`config.mk`:
```
export PLATFORM = sky130hd
export DESIGN_NAME = dcache_write_buffer
export DESIGN_NICKNAME = d
export VERILOG_FILES = /design/src/rtl/dcache_write_buffer.sv
export SDC_FILE = /design/constraint.sdc
export NUM_CORES = 1
export LEC_CHECK = 0
export ABC_AREA = 1
export BUFFER_PORTS_ARGS = -buffer_cell sky130_fd_sc_hd__buf_2
export CAP_MARGIN = 20
export CORE_ASPECT_RATIO = 1.4
export CORE_MARGIN = 4
export CORE_UTILIZATION = 45
export DETAILED_ROUTE_END_ITERATION = 10
export PLACE_DENSITY_LB_ADDON = 0.3
export SLEW_MARGIN = 0
export SYNTH_ARGS = -nofsm -noshare
export SYNTH_HDL_FRONTEND = slang
export SYNTH_SLANG_ARGS = --single-unit
```
`constraint.sdc`:
```
create_clock -name CLK -period 5.5 [get_ports CLK]
set_clock_uncertainty 0.05 [all_clocks]
set_input_delay 0.55 -clock CLK [delete_from_list [all_inputs] [get_ports CLK]]
set_output_delay 0.55 -clock CLK [all_outputs]
set_load 0.05 [all_outputs]
```
`src/rtl/dcache_write_buffer.sv`:
```
// Write-through store buffer behind the data cache: a FIFO of {addr, data, strb} drained over a req/ack port,
// plus a combinational youngest-match lookup. Optional write coalescing under `DCACHE_WB_COALESCE_EN.
module dcache_write_buffer #(
  parameter int ADDRESS_WIDTH = 32,
  parameter int DATA_WIDTH    = 32,
  parameter int DEPTH         = 4
)(
  input  logic                      CLK,
  input  logic                      RST_N,
  input  logic                      WR_VALID,
  output logic                      WR_READY,
  input  logic [ADDRESS_WIDTH-1:0]  WR_ADDR,
  input  logic [DATA_WIDTH-1:0]     WR_DATA,
  input  logic [DATA_WIDTH/8-1:0]   WR_STRB,
  input  logic [ADDRESS_WIDTH-1:0]  LOOKUP_ADDR,
  output logic                      LOOKUP_HIT,
  output logic [DATA_WIDTH-1:0]     LOOKUP_DATA,
  output logic [DATA_WIDTH/8-1:0]   LOOKUP_STRB,
  output logic                      MEM_REQ,
  output logic [ADDRESS_WIDTH-1:0]  MEM_ADDR,
  output logic [DATA_WIDTH-1:0]     MEM_DATA,
  output logic [DATA_WIDTH/8-1:0]   MEM_STRB,
  input  logic                      MEM_ACK,
  output logic                      EMPTY,
  output logic                      FULL
);
  localparam int STRB_W = DATA_WIDTH / 8;
  localparam int IDX_W  = $clog2(DEPTH);
  localparam int PTR_W  = IDX_W + 1;
  localparam int OFF_W  = $clog2(STRB_W);
  localparam logic [ADDRESS_WIDTH-1:0] WORD_MASK = {ADDRESS_WIDTH{1'b1}} << OFF_W;

  typedef struct packed {
    logic [ADDRESS_WIDTH-1:0] addr;
    logic [DATA_WIDTH-1:0]    data;
    logic [STRB_W-1:0]        strb;
  } entry_t;

  typedef enum logic {IDLE, REQ} state_t;

  entry_t             fifo [DEPTH];
  logic [PTR_W-1:0]   head, tail, count;
  state_t             state, state_nx;
  logic               push, pop, merge, load, clr;
  logic [IDX_W-1:0]   load_idx;

  assign count    = tail - head;
  assign EMPTY    = (count == '0);
  assign FULL     = (count == PTR_W'(DEPTH));
  assign pop      = (state == REQ) && MEM_ACK;

`ifdef DCACHE_WB_COALESCE_EN
  logic [IDX_W-1:0] yi;
  logic             co_hit;
  assign yi = tail[IDX_W-1:0] - IDX_W'(1);
  // The youngest must not be in flight now, nor become in flight via a back-to-back latch at this edge.
  assign co_hit = (count > PTR_W'(2) || (count == PTR_W'(2) && !pop)) &&
                  (((fifo[yi].addr ^ WR_ADDR) & WORD_MASK) == '0);
  assign WR_READY = !FULL || co_hit;
  assign merge    = WR_VALID && co_hit;
`else
  assign WR_READY = !FULL;
  assign merge    = 1'b0;
`endif

  assign push = WR_VALID && WR_READY && !merge;

  always_ff @(posedge CLK) begin
    if (!RST_N) begin
      head  <= '0;
      tail  <= '0;
      state <= IDLE;
    end else begin
      if (push) tail <= tail + PTR_W'(1);
      if (pop)  head <= head + PTR_W'(1);
      state <= state_nx;
    end
  end

  // Payload storage carries no reset; validity comes from the pointers alone.
  always_ff @(posedge CLK) begin
    if (push) fifo[tail[IDX_W-1:0]] <= '{addr: WR_ADDR, data: WR_DATA, strb: WR_STRB};
`ifdef DCACHE_WB_COALESCE_EN
    if (merge) begin
      for (int b = 0; b < STRB_W; b++)
        if (WR_STRB[b]) fifo[yi].data[8*b +: 8] <= WR_DATA[8*b +: 8];
      fifo[yi].strb <= fifo[yi].strb | WR_STRB;
    end
`endif
  end

  always_comb begin
    state_nx = state;
    load     = 1'b0;
    clr      = 1'b0;
    load_idx = head[IDX_W-1:0];
    case (state)
      IDLE: if (count != '0) begin
        load     = 1'b1;
        state_nx = REQ;
      end
      REQ: if (MEM_ACK) begin
        // count is pre-edge, so a same-edge enqueue never feeds the back-to-back latch.
        if (count > PTR_W'(1)) begin
          load     = 1'b1;
          load_idx = head[IDX_W-1:0] + IDX_W'(1);
        end else begin
          clr      = 1'b1;
          state_nx = IDLE;
        end
      end
      default: state_nx = IDLE;
    endcase
  end

  always_ff @(posedge CLK) begin
    if (!RST_N) begin
      MEM_REQ  <= 1'b0;
      MEM_ADDR <= '0;
      MEM_DATA <= '0;
      MEM_STRB <= '0;
    end else if (load) begin
      MEM_REQ  <= 1'b1;
      MEM_ADDR <= fifo[load_idx].addr;
      MEM_DATA <= fifo[load_idx].data;
      MEM_STRB <= fifo[load_idx].strb;
    end else if (clr) begin
      MEM_REQ  <= 1'b0;
    end
  end

  // Walk oldest to youngest so the last match seen is the youngest.
  always_comb begin
    LOOKUP_HIT  = 1'b0;
    LOOKUP_DATA = '0;
    LOOKUP_STRB = '0;
    for (int k = 0; k < DEPTH; k++) begin
      if (PTR_W'(k) < count &&
          ((fifo[IDX_W'(head + PTR_W'(k))].addr ^ LOOKUP_ADDR) & WORD_MASK) == '0) begin
        LOOKUP_HIT  = 1'b1;
        LOOKUP_DATA = fifo[IDX_W'(head + PTR_W'(k))].data;
        LOOKUP_STRB = fifo[IDX_W'(head + PTR_W'(k))].strb;
      end
    end
  end
endmodule

```
; Word level (Yosys, flattened, before mapping)
; Memories as Yosys holds them, arrays and structs flattened. A register that Yosys moved wholly into a read port is not among the register bits.
; Cells that the tools add are included.
[classes]
n_addsub = 6
order_cmp = 5
n_eq_ne = 1
n_mux = 30
n_bitwise = 5
n_reduce_logical = 15
[ops]
columns = op, count
row1 = zero test 32 bit, 4
row2 = 2-to-1 mux 32 bit, 4
row3 = bitwise XOR 32 bit, 4
row4 = 2-to-1 mux 4 bit, 4
row5 = 2-to-1 mux 1 bit, 15
row6 = 2-to-1 mux 2 bit, 5
row7 = "adder 3 x 1 -> 3 bit, second input constant", 2
row8 = logical AND 1 bit, 6
row9 = "less-than comparator 1 x 3 -> 1 bit, first input constant", 2
row10 = "less-than comparator 2 x 3 -> 1 bit, first input constant", 2
row11 = "adder 2 bit, second input constant", 2
row12 = one-hot mux 1 bit (2 select lines), 2
row13 = "== test 3 bit, second input constant", 1
row14 = "> comparator 3 x 1 -> 1 bit, second input constant", 1
row15 = zero test 3 bit, 1
row16 = nonzero test 3 bit, 1
row17 = subtractor 3 bit, 1
row18 = "adder 2 x 1 -> 2 bit, second input constant", 1
row19 = zero test 1 bit, 2
row20 = nonzero test 2 bit, 1
row21 = inverter 1 bit, 1
[totals]
regBits = 8
mem_bits_rw = 272
inputBits = 104
output_inout_bits = 109
wordCells = 67
memories = 1
[memory_table]
columns = name, depth, width, read_ports, rd_ports_with_merged_regs, write_ports, line_no
row1 = fifo, 4, 68, 5, 2, 1, 41  ; entry_t fifo [DEPTH];

; Longest topological paths before layout
; Gate-level depths: netlist of the first run.
; An unclocked memory read counts as a cell.
[logic_depth]
ltp_word = 8
ltp_mapped = 19
mapped_depth_nobuf = 17

; Worst setup path before layout of the first run
; No wires, ideal clock.
[synth_path]
path_kind = register to register
from = register tail[0]
to = register tail[2]
setup_ns = 0.090
arrival_time_ns = 5.479
t_required_ns = 5.360
path_slack_ns = -0.119
stages_incl_launch_ff = 12
n_path_buf = 0
period_less_slack_ns = 5.619
cell_sequence = dfxtp_1 -> inv_1 -> ha_1 -> fa_1 -> nand3_1 -> and2_1 -> nor2_1 -> inv_1 -> nand2_1 -> nor2_1 -> o21ai_0 -> a21oi_1
[synth_via]
elab_chain_len = 4
elab_cells_between_ends = 5
cone_classes = 2 x add/sub / 1 x eq/ne / 2 x reduce/logical
[synth_rtl]
columns = item, line_no
row1 = start: declaration, 42  ; logic [PTR_W-1:0] head, tail, count;
row2 = start signal: assignment, 74  ; if (push) tail <= tail + PTR_W'(1);
row3 = subtractor 3 bit, 47  ; assign count = tail - head;
row4 = == test 3 bit, 49  ; assign FULL = (count == PTR_W'(DEPTH));
row5 = via FULL, 25  ; output logic FULL
row6 = zero test 1 bit, 62  ; assign WR_READY = !FULL;
row7 = via WR_READY, 11  ; output logic WR_READY,
row8 = logical AND 1 bit, 66  ; assign push = WR_VALID && WR_READY && !merge;
; The timed path passes the listed nets, and every way through them passes these cells.
; A chain may end at the register's enable or synchronous reset.

; Worst setup path after layout of the first run
[layout_path]
from = register head[1]
to = output LOOKUP_STRB[3]
[layout_via]
elab_chain_len = 8
elab_cells_between_ends = 23
cone_classes = 4 x add/sub / 4 x order compare / 4 x mux / 3 x bitwise / 7 x reduce/logical / 1 x memory
[layout_rtl]
columns = item, line_no
row1 = start: declaration, 42
row2 = start signal: assignment, 75  ; if (pop) head <= head + PTR_W'(1);
row3 = adder 3 x 1 -> 3 bit, "139, 142"
row4 = memory read (4 x 68 bit), n/a
row5 = bitwise XOR 32 bit, 139  ; ((fifo[IDX_W'(head + PTR_W'(k))].addr ^ LOOKUP_ADDR) & WORD_MASK) == '0) begin
row6 = zero test 32 bit, 139
row7 = logical AND 1 bit, 138  ; if (PTR_W'(k) < count &&
row8 = 2-to-1 mux 4 bit (2 in a row), 138
row9 = 2-to-1 mux 4 bit (*), 138
row10 = end: declaration, 18  ; output logic [DATA_WIDTH/8-1:0] LOOKUP_STRB,
; Mark *: on every way between the ends. The rest lies on a longest branch, timed or not.

==> results of run 1 <==
==> power breakdown <==
group / internal (mW) / total [mW] / switching [mW]
Clock: 1.54 / 2.64 / 1.10
Sequential: 3.26 / 3.50 / 0.244
Combinational: 1.20 / 4.60 / 3.39
==> per-layer routing <==
metal	wire length, µm	vias up
met2	41000	995
met4	3999	4
met3	6151	227
met5	21	-
met1	30900	10880
li1	-	11620
==> worst max path at each step <==
stage | to | slack [ps] | depth (start not counted)
2_1_floorplan | fifo[0][0] | -60 | 9
4_1_cts | LOOKUP_STRB[3] | 570 | 16
3_3_place_gp | LOOKUP_DATA[11] | 1170 | 16
5_1_grt | LOOKUP_STRB[2] | 360 | 15
6_report | LOOKUP_STRB[3] | 500 | 16
3_5_place_dp | LOOKUP_STRB[3] | 1160 | 16
==> sequential cells by signal, indices dropped and copies added (netlist names), named ones only <==
name      flops
head          3
MEM_REQ       1
MEM_DATA     32
MEM_STRB      4
state         1
MEM_ADDR     32
fifo        272
tail          3
==> final cells by class <==
type | count | area, µm²
fill | 5185 | 25800
clock inverter | 18 | 216.5
inverter | 285 | 1086
tap | 707 | 884.6
clock buffer | 50 | 1046
timing repair buffer | 255 | 1489
sequential | 350 | 9738
multi-input combinational | 2537 | 11870
antenna | 7 | 17.52
==> critical path, cell delays in order (launching register included) <==
cell	delay [ps]
dfxtp_1	330
buf_4	190
ha_2	380
buf_4	610
nand3_1	150
nand2_1	120
xor2_1	410
nand3_1	130
nor2_1	210
nand2_1	80
nor2_1	110
nand2_2	80
buf_12	210
nand2_1	110
inv_1	40
a21oi_1	320
buf_2	340
==> kinds of logic after synthesis <==
group | Yosys count | synth area share
AOI/OAI and AO/OA | 784 | 0.1810
xor gates and xnor gates | 28 | 0.01032
DFF | 350 | 0.4094
adders and majority gates | 7 | 0.004002
buffers and inverters | 525 | 0.09372
and+or+nand+nor | 1718 | 0.3015
==> stage by stage <==
stage / worst slack (ps) / util
floorplan: -62.85 / -
global placement: 1172 / 0.4807
detailed placement: 1164 / 0.4807
CTS: 571.7 / 0.5049
global route: 364.3 / 0.5052
finish: 502.4 / 0.5053
==> layout by cell type (no fill, tap or decap), drive strengths merged <==
master	count
clkinv	13
nand2	1069
bufinv	4
diode	7
o21ai	381
edfxtp	272
nor2	142
nand3	478
a21oi	249
o21bai	30
dfxtp	78
clkinvlp	1
clkbuf	50
o211ai	94
nor3	2
buf	255
o22ai	30
fa	1
nand4	26
inv	285
xor2	28
ha	6
and2	1
==> metrics.md, run 1 <==
| Metric | Value |
|---|---|
| Clock tree buffer depth | `3` |
| Seq/Total Area, Yosys | `0.4094` |
| Final net count | `3,578` |
| Antenna-violating nets left | `0` |
| First-pass DRT Iterations | `6` |
| Dpl cells | `4,134` |
| Die area | `0.05660 mm²` |
| CTS tree | `built` |
| Fin crit share | `0.9087` |
| CP startpoint kind | `flop` |
| Largest net degree at the start of global routing | `206` |
| Cell taking the most area after synthesis | `edfxtp_1` |
| Synth top cells by count | `nand2_1, nand3_1, o21ai_0` |
| Post-synth top area share | `0.3437` |
| Vias in the first global route | `21,690` |
| Final Slew Violations | `0` |
| Max-Cap Viols | `0` |
| Yosys reg bits | `350` |
| CTS Hold Buffers Added | `0` |
| Synth top area cells | `edfxtp_1, nand2_1, nand3_1, o21ai_0, dfxtp_1` |
| Setup TNS | `0 ps` |
| Overall power | `10.74 mW` |
| LEAKAGE | `11.91 nW` |
| Final Hold Fails | `0` |
| RSZ-0062 raised after global routing | `no` |
| Least-Margin Pin Slew | `1119 ps` |
| Worst r2r path cells | `9` |
| FF-to-FF End | `MEM_ADDR[14]` |
| CTS-repair resized insts | `0` |
| DP HPWL | `51.69 mm` |
| GRT busiest layer | `met2` |
| CTS Sinks | `350` |
| Fin crit period | `4998 ps` |
| WP data required | `4900 ps` |
| IO Port Bufs | `210` |
| Total GRT Usage | `0.2775` |
| R2R Setup Slk | `1670 ps` |
| Relative slew slack | `0.2540` |
| Syn Inst Count | `3,412` |
| Most numerous cell in the Yosys netlist | `nand2_1` |
| Setup violators final | `0` |
| Post-Syn Nets | `3,523` |
| Worst hold path startpoint | `WR_DATA[7]` |
| Cell area after layout | `0.02635 mm²` |
| Met3 Track Usage GR | `0.04192` |
| Via count | `23,730` |
| Grt total ovfl | `0` |
| Die H | `279.9 µm` |
| Number of flops mapped to enable cells by yosys | `272` |
| Starting density of the core | `0.4557` |
| Syn Std Cell Area | `0.02376 mm²` |
| Fmax | `200.1 MHz` |
| Reg clk slew, reported paths | `60 ps` |
| Hold Crit Class | `input port to flop` |
| Final hold slack | `149.8 ps` |
| DR vias/cell | `5.638` |
| Io pins | `213` |
| Cell Rows | `99` |
| Post-DP Area | `0.02507 mm²` |
| First DRT Iteration DRCs | `2,178` |
| CP Capture Type | `output port` |
| Routability Congestion | `0.9529` |
| Main synth FF type | `edfxtp_1` |
| Hold endpoint | `fifo[3][11]` |
| Hold path cells | `1` |
| WP data arrival | `4400 ps` |
| First-pass GRT wire length | `123.7 mm` |
| Synth async-reset ratio | `0` |
| Final wirelength | `82.07 mm` |
| Fin cells | `4,209` |
| Reg2reg start | `head[0]` |
| Met1 GRT Util | `0.3312` |
| Core ar. | `0.05215 mm²` |
| # Post-CTS Setup Buffers | `0` |
| CTS Buf Count | `38` |
| CP Launch Point | `head[1]` |
| Syn Area/Cell | `6.964 µm²` |
| Clock Tree Root | `clkbuf_16` |
| Cell Pwr Density | `407.6 mW/mm²` |
| Kind of critical path | `flop to output port` |
| Ratio of cells with drive above 1 in the final layout | `0.1024` |
| Synth warn | `0` |
| WL/cell | `19.50 µm` |
| Run status | `completed` |
| H-tree depth | `2` |
| Synth cell types | `31` |
| Peak VDD IR | `0.3843 mV` |
| Antenna violations before repair | `11` |
| Met2 Use GR | `0.4930` |
| Area growth, synth to finish | `10.88%` |
| Chip width | `202.2 µm` |
| Max FO, Critical Path | `73` |
| Clock latency on the worst-skew pair | `560 ps` |
| # DRC | `0` |
(Power assumes the default switching activity.)
==> inputs of run 2 (changes only) <==
--- a/config.mk
+++ b/config.mk
@@ -5,9 +5,7 @@
 export SDC_FILE = /design/constraint.sdc
 export NUM_CORES = 1
 export LEC_CHECK = 0
-export ABC_AREA = 1
 export BUFFER_PORTS_ARGS = -buffer_cell sky130_fd_sc_hd__buf_2
-export CAP_MARGIN = 20
 export CORE_ASPECT_RATIO = 1.4
 export CORE_MARGIN = 4
 export CORE_UTILIZATION = 45
==> metrics.md, run 2 <==
| Metric | Value |
|---|---|
| Commonest non-fill, non-tap cell in the layout | `mux4_2` |
| Post-Syn Nets | `1,667 (-53%)` |
| Io pins | `213 (unchanged)` |
| CTS Buf Count | `38 (unchanged)` |
| Syn Area/Cell | `14.40 µm² (+110%)` |
| # DRC | `0 (unchanged)` |
| Synth top cells by count | `mux4_2, edfxtp_1, nand2_1` |
| Largest net degree at the start of global routing | `98 (-52%)` |
| IO Port Bufs | `210 (unchanged)` |
| CP Capture Type | `output port` |
| Clock latency on the worst-skew pair | `560 ps (about the same)` |
| First DRT Iteration DRCs | `1,221 (-44%)` |
| Comb power frac | `0.431 (+0.003)` |
| Synth cell types | `69 (+120%)` |
| Fin crit period | `5296 ps (+297.9 ps)` |
| Peak VDD IR | `0.3173 mV (-17%)` |
| Cell taking the most area after synthesis | `edfxtp_1` |
| Synth warn | `0 (unchanged)` |
| CTS Sinks | `350 (unchanged)` |
| Most frequent cells in the layout | `mux4_2, edfxtp_1, buf_2` |
| WP data arrival | `4700 ps (+300 ps)` |
| Largest regs | `fifo (272), MEM_ADDR (32), MEM_DATA (32)` |
| Crit path max-delay family | `buffers and inverters` |
| Most frequent CP cell | `buf_12` |
| Die H | `272.0 µm (-2.8%)` |
| Syn Std Cell Area | `0.02240 mm² (-5.7%)` |
| DP HPWL | `46.10 mm (-11%)` |
| Least-Margin Pin Slew | `1126 ps (+7.310 ps)` |
| Setup TNS | `0 ps (unchanged)` |
| Final hold slack | `148.9 ps (-0.8160 ps)` |
| Hold Crit Class | `input port to flop` |
| RSZ-0062 raised after global routing | `no` |
| Final Hold Fails | `0 (unchanged)` |
| Sequential power share | `0.320 (-0.006)` |
| CP startpoint kind | `flop` |
| Clock network fraction of total power | `0.249 (+0.003)` |
| Chip width | `196.6 µm (-2.8%)` |
| Synth top area cells | `edfxtp_1, mux4_2, dfxtp_1, mux2i_1, xnor2_1` |
| Sw Share | `0.3864 (-0.05507)` |
| Max reg flops | `272 (unchanged)` |
| LEAKAGE | `8.320 nW (-30%)` |
| DR vias/cell | `6.430 (+14%)` |
| Number of fill cells in the layout | `4,116 (-21%)` |
| Synth async-reset ratio | `0 (unchanged)` |
| Number of flops mapped to enable cells by yosys | `272 (unchanged)` |
| Fin crit share | `0.9628 (+0.05417)` |
| Routability Congestion | `0.9510 (-0.20%)` |
| Syn Inst Count | `1,556 (-54%)` |
| Clock tree buffer depth | `3 (unchanged)` |
| Cell Pwr Density | `442.6 mW/mm² (+8.6%)` |
| CP Cell Sequence | `ha_4 > buf_12 > buf_12 > mux4_2 > xnor2_1 > nand4_1 > or4_2 > o21bai_4 > buf_12 > o21bai_1 > a21oi_1 > buf_2` |
| Fmax | `188.8 MHz (-5.6%)` |
| Internal | `6.926 mW (+15%)` |
| CTS tree | `built` |
| Starting density of the core | `0.4559 (about the same)` |
| Critical path's slowest cell | `or4_2` |
| First-pass GRT wire length | `101.9 mm (-18%)` |
| Die area | `0.05346 mm² (-5.5%)` |
| Area growth, synth to finish | `13.85%` |
| Max FO, Critical Path | `36 (-51%)` |
| WL/cell | `28.55 µm (+46%)` |
| Grt total ovfl | `0 (unchanged)` |
| Antenna-violating nets left | `0 (unchanged)` |
| Vias in the first global route | `15,710 (-28%)` |
| Ratio of cells with drive above 1 in the final layout | `0.3881 (+0.2857)` |
| First-pass DRT Iterations | `7 (+1)` |
| Psw | `4.362 mW (-8.0%)` |
| Clock Tree Root | `clkbuf_16` |
| CP peak stage delay | `750 ps (+140 ps)` |
| Kind of critical path | `flop to output port` |
| Cell Rows | `96 (-3.0%)` |
| Final Slew Violations | `0 (unchanged)` |
| Total GRT Usage | `0.2518 (-0.02567)` |
| Largest reg by FF count | `fifo` |
| Post-synth top area share | `0.3647 (+0.02093)` |
| Main synth FF type | `edfxtp_1` |
| Relative slew slack | `0.2491 (-0.004874)` |
| Most numerous cell in the Yosys netlist | `mux4_2` |
| Final net count | `1,828 (-49%)` |
| CP bufs+invs | `4 (-1)` |
| Reg clk slew, reported paths | `60 ps (about the same)` |
| Antenna violations before repair | `10 (-1)` |
| Final wirelength | `68.29 mm (-17%)` |
| Core ar. | `0.04913 mm² (-5.8%)` |
| Seq/Total Area, Yosys | `0.4344 (+0.02493)` |
| WP data required | `4900 ps (about the same)` |
| H-tree depth | `2 (unchanged)` |
| Run status | `completed` |
| Setup violators final | `0 (unchanged)` |
| Via count | `15,380 (-35%)` |
| Core Util, Final | `0.5191 (+0.01381)` |
| Max-Cap Viols | `0 (unchanged)` |
| Yosys reg bits | `350 (unchanged)` |
-- run 2: kinds of logic (layout without fill, tap and decap cells) --
kind of cell             after synthesis  count (layout)  share of synthesized area
XOR/XNOR                             110             110                    0.04396
AND/OR/NAND/NOR                      294             294                    0.06318
flip-flops                           350             350                     0.4344
other                                  0               8                          0
multiplexers                         387             387                     0.3409
buffers and inverters                155             346                    0.03569
adder cells (fa/ha/maj)                7               7                   0.004245
AO/OA/AOI/OAI                        253             253                    0.07770
-- run 2: metal layers --
metal	GRT usage	up-vias	routed length, µm
li1	-	6637	-
met1	0.3034	8007	24910
met2	0.4551	609	36710
met3	0.03972	120	4175
met4	0.09210	8	2443
met5	0	-	53
-- run 2: cell type report --
class / count / area (µm²) / area share
Antenna cell: 8 / 20.02 / 0.0007850
Clock buffer: 43 / 969.7 / 0.03803
Clock inverter: 27 / 379.1 / 0.01487
Inverter: 14 / 52.55 / 0.002061
Multi-Input combinational cell: 1051 / 11960 / 0.4690
Sequential cell: 350 / 9744 / 0.3821
Tap cell: 637 / 797.0 / 0.03125
Timing Repair Buffer: 262 / 1579 / 0.06192
-- run 2: repair_timing --
action,in CTS,in global routing
hold buffers,0,0
buffers inserted,0,1
setup endpoints to repair,0,14
gates resized for setup,0,1
-- run 2: worst paths after layout --
kind                startpoint              to  slack [ps]  depth (start not counted)
setup / recovery       head[1]  LOOKUP_STRB[3]         200                         12
hold / removal     WR_ADDR[12]     fifo[0][48]         150                          1
setup reg to reg       tail[0]    MEM_ADDR[11]        1530                         10
hold reg to reg   MEM_DATA[13]    MEM_DATA[13]         410                          2
-- run 2: stage by stage --
stage | std cells | setup slack [ps] | instance area (µm²) | power [mW]
final | 2392 | 204.5 | 25500 | 11.29
after global routing | 2388 | 34.96 | 25490 | 11.82
after CTS | 2383 | 37.41 | 25460 | 11.39
after detailed placement | 2313 | 659.1 | 24110 | 8.557
after global placement | 2313 | 694.2 | 24110 | 8.488
after floorplan | 1556 | 1120 | 22400 | 7.245
-- run 2: power groups by stage --
| stage | Sequential [mW] | Combinational, mW | Clock (mW) |
|---|---|---|---|
| 5_1_grt | 3.67 | 5.17 | 2.97 |
| 3_3_place_gp | 3.65 | 4.83 | 0 |
| 6_report | 3.62 | 4.86 | 2.81 |
| 4_1_cts | 3.63 | 4.89 | 2.87 |
| 2_1_floorplan | 4.33 | 2.92 | 0 |
| 3_5_place_dp | 3.69 | 4.87 | 0 |
==> inputs of run 3 (changes only) <==
--- a/config.mk
+++ b/config.mk
@@ -5,11 +5,11 @@
 export SDC_FILE = /design/constraint.sdc
 export NUM_CORES = 1
 export LEC_CHECK = 0
-export BUFFER_PORTS_ARGS = -buffer_cell sky130_fd_sc_hd__buf_2
 export CORE_ASPECT_RATIO = 1.4
 export CORE_MARGIN = 4
 export CORE_UTILIZATION = 45
 export DETAILED_ROUTE_END_ITERATION = 10
+export DONT_BUFFER_PORTS = 1
 export PLACE_DENSITY_LB_ADDON = 0.3
 export SLEW_MARGIN = 0
 export SYNTH_ARGS = -nofsm -noshare
==> metrics.md, run 3 (synthesis gave the netlist of run 2 again) <==
| Metric | Value |
|---|---|
| Overall power | `10.83 mW (-4.0%)` |
| Final wirelength | `67.10 mm (-1.7%)` |
| # DRC | `0 (unchanged)` |
| Largest regs | `fifo (272), MEM_ADDR (32), MEM_DATA (32)` |
| CTS Sinks | `350 (unchanged)` |
| Die H | `272.0 µm (unchanged)` |
| Clock tree buffer depth | `3 (unchanged)` |
| First-pass GRT wire length | `98.28 mm (-3.5%)` |
| CTS tree | `built` |
| Commonest non-fill, non-tap cell in the layout | `mux4_2` |
| LEAKAGE | `7.526 nW (-9.5%)` |
| IO Port Bufs | `0 (-100%)` |
| Core ar. | `0.04913 mm² (unchanged)` |
| Reg clk slew, reported paths | `60 ps (about the same)` |
| WP data required | `4900 ps (about the same)` |
| Grt total ovfl | `0 (unchanged)` |
| Routability Congestion | `0.9741 (+2.4%)` |
| WP data arrival | `4680 ps (-20 ps)` |
| Hold path cells | `0 (-1)` |
| Peak VDD IR | `0.3557 mV (+12%)` |
| Max reg flops | `272 (unchanged)` |
| CP startpoint kind | `flop` |
| Relative slew slack | `0.3646 (+0.1155)` |
| Vias in the first global route | `14,900 (-5.2%)` |
| First DRT Iteration DRCs | `1,155 (-5.4%)` |
| CP Launch Point | `head[0]` |
| Final Hold Fails | `0 (unchanged)` |
| Final antenna diode count | `0 (-8)` |
| RSZ-0062 raised after global routing | `no` |
| Antenna-violating nets left | `0 (unchanged)` |
| CP Capture Type | `output port` |
| CTS Buf Count | `39 (+2.6%)` |
| Io pins | `213 (unchanged)` |
| Final setup margin | `223.1 ps (+18.58 ps)` |
| Met2 wire length | `36.38 mm (-0.88%)` |
| Final net count | `1,656 (-9.4%)` |
| Largest net degree at the start of global routing | `148 (+51%)` |
| Least-Margin Pin Slew | `953.1 ps (-173.3 ps)` |
| Kind of critical path | `flop to output port` |
| Area growth, synth to finish | `10.41%` |
| Worst hold path startpoint | `WR_STRB[2]` |
| Cell Rows | `96 (unchanged)` |
| Fmax | `189.5 MHz (+0.35%)` |
| Ratio of cells with drive above 1 in the final layout | `0.3189 (-0.06916)` |
| Die area | `0.05346 mm² (unchanged)` |
| WL met3 | `5.345 mm (+28%)` |
| DP HPWL | `45.02 mm (-2.3%)` |
| CTS Hold Buffers Added | `0 (unchanged)` |
| Core Util, Final | `0.5034 (-0.01569)` |
| Hold Crit Class | `input port to flop` |
| Max-Cap Viols | `0 (unchanged)` |
| Most frequent cells in the layout | `mux4_2, edfxtp_1, nand2_1` |
| Via count | `14,740 (-4.2%)` |
| First-pass DRT Iterations | `5 (-2)` |
| Final Slew Violations | `0 (unchanged)` |
| Total GRT Usage | `0.2456 (-0.006259)` |
| Chip width | `196.6 µm (unchanged)` |
| Largest reg by FF count | `fifo` |
| Fin crit period | `5277 ps (-18.58 ps)` |
| Top Metal Used | `met4` |
| Setup violators final | `0 (unchanged)` |
| Setup TNS | `0 ps (unchanged)` |
| Clock Tree Root | `clkbuf_16` |
| Max FO, Critical Path | `38 (+5.6%)` |
| Reg2reg start | `tail[0]` |
| Fin crit share | `0.9594 (-0.003378)` |
| WL/cell | `30.35 µm (+6.3%)` |
| Starting density of the core | `0.4559 (unchanged)` |
| Run status | `completed` |
| Cell Pwr Density | `438.0 mW/mm² (-1.0%)` |
| DR vias/cell | `6.666 (+3.7%)` |
| Dpl ws | `476.1 ps (-183.0 ps)` |
| Clock latency on the worst-skew pair | `550 ps (about the same)` |
| Antenna violations before repair | `0 (-10)` |
| H-tree depth | `2 (unchanged)` |
| Met1 wire length | `22.57 mm (-9.4%)` |
| Worst r2r path cells | `11 (+1)` |
run 3: cell types whose count changed in the layout (fill, tap and decap cells not counted), sizes merged:
cell,before,now
buf,262,88
diode,8,0
clkbuf,43,57
bufinv,9,3
clkinv,16,6
clkinvlp,0,3
run 3: repair_timing:
action | CTS | global route
buffers inserted | 0 | 8
resized for setup | 1 | 2
pin swaps | 0 | 2
endpoints found under the setup margin | 8 | 36
gates cloned | 0 | 1
run 3: report_power, final:
part / leakage (nW) / switching [mW] / total (mW) / internal (mW)
Clock: 0.632 / 1.07 / 2.66 / 1.59
Sequential: 3.14 / 1.12 / 4.42 / 3.30
Combinational: 3.76 / 2.01 / 3.75 / 1.75
Total: 7.53 / 4.20 / 10.8 / 6.63
run 3: final cells by class:
type | count | area (µm²)
timing repair buffer | 89 | 870.8
fill | 4114 | 24400
multi-input combinational | 1051 | 11970
clock buffer | 56 | 1142
inverter | 14 | 52.55
clock inverter | 14 | 156.4
sequential | 350 | 9744
tap | 637 | 797.0
run 3: worst max-delay path: stages, from the launching register on:
cell and delay, ps:
dfxtp_4 410, ha_4 450, buf_12 300, buf_4 190
mux2i_1 230, o221a_2 240, a22oi_1 100, or4bb_1 610
or4_1 470, o21ai_4 160, buf_12 260, a21oi_1 80
a21oi_1 280, buf_4 260
run 3: final timing paths:
kind               endpoint  slack (ps)
min reg2reg         tail[2]         520
max reg2reg    MEM_ADDR[11]        1710
max          LOOKUP_STRB[3]         220
min              fifo[2][2]          30
run 3: routing by layer:
| layer | vias to the layer above | track usage |
|---|---|---|
| li1 | 6286 | - |
| met1 | 7677 | 0.2753 |
| met2 | 646 | 0.4511 |
| met3 | 129 | 0.05704 |
| met4 | 0 | 0.09301 |
| met5 | - | 0 |
run 3: metrics by stage:
step / hold WS, ps / instances / cell area [µm²]
CTS: 2.090 / 2202 / 24580
global placement: 508.2 / 2132 / 23280
detailed placement: 503.0 / 2132 / 23280
global route: 6.396 / 2211 / 24730
finish: 34.32 / 2211 / 24730
floorplan: 458.2 / 1556 / 22400
